--- src/rtl/hazard_stall_controller.sv ---
// Decode-stage hazard unit: load-use stall sequencing, branch/jump squash,
// and saturating stall/flush performance counters.
module hazard_stall_controller #(
   parameter int LOAD_USE_STALL = 1,
   parameter int FLUSH_CYCLES   = 1,
   parameter int CNT_W          = 16
) (
   input  logic             Clk,
   input  logic             Rst,
   input  logic [4:0]       ID_Rs,
   input  logic [4:0]       ID_Rt,
   input  logic             ID_UsesRs,
   input  logic             ID_UsesRt,
   input  logic             ID_Jump,
   input  logic             EX_MemRead,
   input  logic [4:0]       EX_Rd,
   input  logic             BranchTaken_EX,
   input  logic             ClrCnt,
   output logic             PCWrite,
   output logic             IFID_Write,
   output logic             IFID_Flush,
   output logic             IDEX_Bubble,
   output logic [CNT_W-1:0] StallCount,
   output logic [CNT_W-1:0] FlushCount
);

   localparam logic [1:0] ST_RUN   = 2'd0;
   localparam logic [1:0] ST_STALL = 2'd1;
   localparam logic [1:0] ST_FLUSH = 2'd2;

   localparam logic [2:0]       STALL_RELOAD = 3'(LOAD_USE_STALL - 1);
   localparam logic [2:0]       FLUSH_RELOAD = 3'(FLUSH_CYCLES - 1);
   localparam logic [CNT_W-1:0] CNT_ONE      = CNT_W'(1);

   generate
      if (LOAD_USE_STALL < 1 || LOAD_USE_STALL > 7) begin : g_bad_stall
         $error("hazard_stall_controller: LOAD_USE_STALL must be 1..7");
      end
      if (FLUSH_CYCLES < 1 || FLUSH_CYCLES > 3) begin : g_bad_flush
         $error("hazard_stall_controller: FLUSH_CYCLES must be 1..3");
      end
      if (CNT_W < 1) begin : g_bad_cnt
         $error("hazard_stall_controller: CNT_W must be at least 1");
      end
   endgenerate

   logic [1:0]       state_q, state_d;
   logic [2:0]       cnt_q, cnt_d;
   logic [CNT_W-1:0] stall_cnt_q, stall_cnt_d;
   logic [CNT_W-1:0] flush_cnt_q, flush_cnt_d;
   logic             hazard;

   // Register 0 is hardwired to zero, so a load targeting it never blocks a reader.
   assign hazard = EX_MemRead && (EX_Rd != 5'd0) &&
                   ((ID_UsesRs && (EX_Rd == ID_Rs)) ||
                    (ID_UsesRt && (EX_Rd == ID_Rt)));

   always_comb begin
      // NOTE: every output of this block gets a default first so no path infers a latch.
      state_d     = ST_RUN;
      cnt_d       = 3'd0;
      PCWrite     = 1'b1;
      IFID_Write  = 1'b1;
      IFID_Flush  = 1'b0;
      IDEX_Bubble = 1'b0;

      if (BranchTaken_EX) begin
         // A taken branch wins in every state, including a reload inside FLUSH.
         IFID_Flush  = 1'b1;
         IDEX_Bubble = 1'b1;
         if (FLUSH_CYCLES > 1) begin
            state_d = ST_FLUSH;
            cnt_d   = FLUSH_RELOAD;
         end
      end else begin
         case (state_q)
            ST_STALL: begin
               PCWrite     = 1'b0;
               IFID_Write  = 1'b0;
               IDEX_Bubble = 1'b1;
               if (cnt_q != 3'd1) begin
                  state_d = ST_STALL;
                  cnt_d   = cnt_q - 3'd1;
               end
            end
            ST_FLUSH: begin
               IFID_Flush  = 1'b1;
               IDEX_Bubble = 1'b1;
               if (cnt_q != 3'd1) begin
                  state_d = ST_FLUSH;
                  cnt_d   = cnt_q - 3'd1;
               end
            end
            default: begin
               if (hazard) begin
                  PCWrite     = 1'b0;
                  IFID_Write  = 1'b0;
                  IDEX_Bubble = 1'b1;
                  if (LOAD_USE_STALL > 1) begin
                     state_d = ST_STALL;
                     cnt_d   = STALL_RELOAD;
                  end
               end else if (ID_Jump) begin
                  IFID_Flush = 1'b1;
               end
            end
         endcase
      end
   end

   always_comb begin
      stall_cnt_d = stall_cnt_q;
      flush_cnt_d = flush_cnt_q;
      if (ClrCnt) begin
         stall_cnt_d = '0;
         flush_cnt_d = '0;
      end else begin
         if (IDEX_Bubble && !IFID_Flush && (stall_cnt_q != '1)) begin
            stall_cnt_d = stall_cnt_q + CNT_ONE;
         end
         if (IFID_Flush && (flush_cnt_q != '1)) begin
            flush_cnt_d = flush_cnt_q + CNT_ONE;
         end
      end
   end

   always_ff @(posedge Clk or negedge Rst) begin
      // NOTE: state registers use non-blocking assignments so every flop samples pre-edge values.
      if (!Rst) begin
         state_q     <= ST_RUN;
         cnt_q       <= 3'd0;
         stall_cnt_q <= '0;
         flush_cnt_q <= '0;
      end else begin
         state_q     <= state_d;
         cnt_q       <= cnt_d;
         stall_cnt_q <= stall_cnt_d;
         flush_cnt_q <= flush_cnt_d;
      end
   end

   assign StallCount = stall_cnt_q;
   assign FlushCount = flush_cnt_q;

endmodule
--- config.mk ---
export PLATFORM = sky130hd
export DESIGN_NAME = hazard_stall_controller
export DESIGN_NICKNAME = d
export VERILOG_FILES = /design/src/rtl/hazard_stall_controller.sv
export SDC_FILE = /design/constraint.sdc
export NUM_CORES = 1
export LEC_CHECK = 0
export ABC_AREA = 1
export CELL_PAD_IN_SITES_DETAIL_PLACEMENT = 1
export CELL_PAD_IN_SITES_GLOBAL_PLACEMENT = 1
export CORE_ASPECT_RATIO = 0.6
export CORE_MARGIN = 5
export CORE_UTILIZATION = 30
export CTS_CLUSTER_SIZE = 25
export DETAILED_ROUTE_END_ITERATION = 8
export GPL_TIMING_DRIVEN = 0
export PLACE_DENSITY = 0.75
export SYNTH_ARGS = -nofsm -noshare
export SYNTH_HDL_FRONTEND = slang
export SYNTH_SLANG_ARGS = --single-unit
--- constraint.sdc ---
create_clock -name Clk -period 2.2 [get_ports Clk]
set_input_delay 0.22 -clock Clk [delete_from_list [all_inputs] [get_ports Clk]]
set_output_delay 0.22 -clock Clk [all_outputs]
set_load 0.02 [all_outputs]
==> results_dict.tcl <==
set metrics [dict create \
    drtPass1Iterations 4 \
    rsz0062_at_grt "no" \
    gp_congestion 0.825 \
    share_comb_of_total_power_pct 14.9 \
    synth_top_family_by_area "simple AND/OR/NAND/NOR gates" \
    p_sw_share_pct 26.3 \
    final_area_um2 3460 \
    muxShareOfSynthArea_pct 0 \
    final_cell_mix "nand2_1, nor2_1, nand3_1" \
    yosysWarnings 0 \
    ant_nets 0 \
    fin_crit_sh_pct 93.4 \
    arrival_ns 1.84 \
    drive_gt1_share_pct 7.13 \
    cp_max_fo 5 \
    cts.sinks 37 \
    grt_overflow 0 \
    core_region_area_um2 8430 \
    cts_buffers 5 \
    finalCoreUtilization_pct 41.0 \
    drc 0 \
    grt_max_degree 22 \
    ys_types 29 \
    synth_top_cell_by_area "dfrtp_1" \
    clock_latency_ns 0.28 \
    seqPwrFrac_pct 42.4 \
    status "completed" \
    finalNonFillerCells 547 \
    leakage_nw 1.68 \
    ys_ff_latch 37 \
    placedInstanceArea_um2 3300 \
    avgSynthCellArea_um2 6.96 \
    h-tree-depth 2 \
    hold_class "in2async" \
    relSlewSlack_pct 59.9 \
    synth_fa_ha_area_share_pct 2.93 \
    fin_skew_ns 0.00638 \
    drtIter0Drc 154 \
    p_int_mw 1.25 \
    track_usage_pct 16.4 \
    switchingPower_mw 0.446 \
    critPathRequiredTime_ns 1.98 \
    grt_pass1_vias 2702 \
    setup-tns-final_ns 0 \
    drv_slew 0 \
    ir_worst_vdd_mv 0.301 \
    die_y_um 81.6 \
    numPortBuffers 57 \
    ys_seq_area_share_pct 36.1 \
    synthDominantCellAreaShare_pct 36.1 \
    path_clk_slew_ns 0.06 \
    yosys.area_share.simple_pct 43.3 \
    synthXorXnorAreaFrac_pct 8.20 \
    synthesis.instances 368 \
    dieArea_um2 10600 \
    clockPowerShare_pct 42.8 \
    final_common_cell "nand2_1" \
    worst_pin_slew_ns 0.601 \
    totalWireLength_um 8110 \
    start_kind "input port" \
    synth_compound_area_share_pct 1.46 \
    wire_per_inst_um 14.8 \
    io_pins 59 \
    grt_pass1_wl_um 13800 \
    antenna_found_initial 0 \
    rows 26 \
    antenna_cells 0 \
    critPathKind "in2out" \
    finalHoldViolCount 0 \
    r2r_slack_ns 0.22 \
    drv_cap 0 \
    initial_core_util_pct 30.4 \
    timing.fmax_ghz 0.486 \
    timing.final.crit_period_ns 2.06 \
    syn_area_um2 2560 \
    syn2layout_area_growth_pct 34.9 \
    p_per_area_nw_per_um2 489 \
    cts_tree "built" \
    cp-end-kind "primary output" \
    via_per_inst 4.68 \
    clock-root-buffer "clkbuf_16" \
    die_width_um 129 \
    layout.nets 464 \
    syn_nets 397 \
    synthTopCellsByArea "dfrtp_1, nand2_1, nand3_1" \
    report.final.setup_viol 0 \
    dp_hpwl_um 6380 \
    clk_path_buf_depth 2 \
    num_vias 2559 \
    dp.cells 538 \
]
[layer usage]
metal / routed length (um) / up-vias / GRT usage (%)
li1: - / 1289 / -
met1: 4240 / 1228 / 24.1
met2: 3520 / 37 / 25.9
met3: 303 / 5 / 2.66
met4: 49 / 0 / 2.83
met5: 0 / - / 0
[power groups by stage]
stage | combinational, mW | sequential, mW | clock (mW)
after global placement | 0.242 | 0.728 | 0
after floorplan | 0.102 | 0.741 | 0
after detailed placement | 0.255 | 0.728 | 0
after CTS | 0.257 | 0.717 | 0.739
final | 0.252 | 0.717 | 0.724
after global routing | 0.280 | 0.720 | 0.777
[critical path, stage by stage]
cell	delay, ns
clkdlybuf4s50_1	0.49
nor2_1	0.16
nand3_1	0.08
o21ai_1	0.12
inv_1	0.06
nand2_2	0.10
nand2_4	0.08
o21ai_0	0.18
dlygate4sd1_1	0.34
[cell type report]
| type | count | area, um2 |
|---|---|---|
| Timing Repair Buffer | 60 | 604 |
| Tap cell | 112 | 140 |
| Buffer | 12 | 76.3 |
| Clock buffer | 7 | 143 |
| Sequential cell | 37 | 926 |
| Fill cell | 1084 | 4970 |
| Inverter | 34 | 128 |
| Multi-Input combinational cell | 285 | 1440 |
[through the flow]
step,power [mW],worst slack [ns],hold WS (ns)
2_1_floorplan,0.843,0.381,-0.0756
3_3_place_gp,0.969,-0.169,0.453
3_5_place_dp,0.984,-0.230,0.200
4_1_cts,1.71,0.00266,0.436
5_1_grt,1.78,0.00273,0.489
6_report,1.69,0.144,0.436
[Yosys cell counts]
| library cell | number |
|---|---|
| inv_2 | 3 |
| nand2_4 | 3 |
| nor2_1 | 56 |
| o21ai_0 | 2 |
| a31oi_1 | 1 |
| clkbuf_1 | 6 |
| nor3_1 | 4 |
| nand3_1 | 53 |
| nand4_1 | 3 |
| nor2_8 | 1 |
| xnor2_1 | 7 |
| buf_2 | 1 |
| or2_4 | 1 |
| nor2_2 | 1 |
| a21oi_2 | 1 |
| buf_6 | 3 |
| nor4_1 | 3 |
| nand3_2 | 1 |
| o21ai_1 | 1 |
| o21bai_1 | 1 |
| nand2_2 | 2 |
| inv_1 | 31 |
| nand2_1 | 118 |
| xor2_1 | 17 |
| nor3b_1 | 1 |
| ha_1 | 6 |
| buf_4 | 2 |
| dfrtp_1 | 37 |
| nand3_4 | 2 |
[logic make-up (layout without fill, tap and decap cells)]
| group | after synthesis | after routing |
|---|---|---|
| AO/OA/AOI/OAI | 6 | 6 |
| buffers and inverters | 46 | 113 |
| adder cells (fa/ha/maj) | 6 | 6 |
| XOR/XNOR | 24 | 24 |
| flip-flops | 37 | 37 |
| AND/OR/NAND/NOR | 249 | 249 |
[timing repair]
item | 4_1_cts | 5_1_grt
hold endpoints to repair | 16 | 0
hold buffers | 1 | 0
setup endpoints to repair | 4 | 2
cloned | 0 | 0
pin swaps | 1 | 0
buffers inserted | 1 | 0
resized for setup | 5 | 5
[registers in the layout, indices dropped and copies added, names as in the netlist]
register    count
state_q         2
cnt_q           3
StallCount     16
FlushCount     16
[path summary, 6_finish.rpt]
path | from | end | depth (start not counted)
worst max-delay path | EX_Rd[0] | IFID_Flush | 9
worst min-delay path | Rst | FlushCount[10]$_DFFE_PN0P_ | 2
worst max register to register | StallCount[0]$_DFFE_PN0P_ | StallCount[2]$_DFFE_PN0P_ | 10
worst min register to register | cnt_q[0]$_DFF_PN0_ | cnt_q[0]$_DFF_PN0_ | 1
max in group asynchronous | Rst | StallCount[5]$_DFFE_PN0P_ | 3
min in group Clk | cnt_q[0]$_DFF_PN0_ | cnt_q[0]$_DFF_PN0_ | 1
Note: power is estimated with default switching activity, not from simulation.
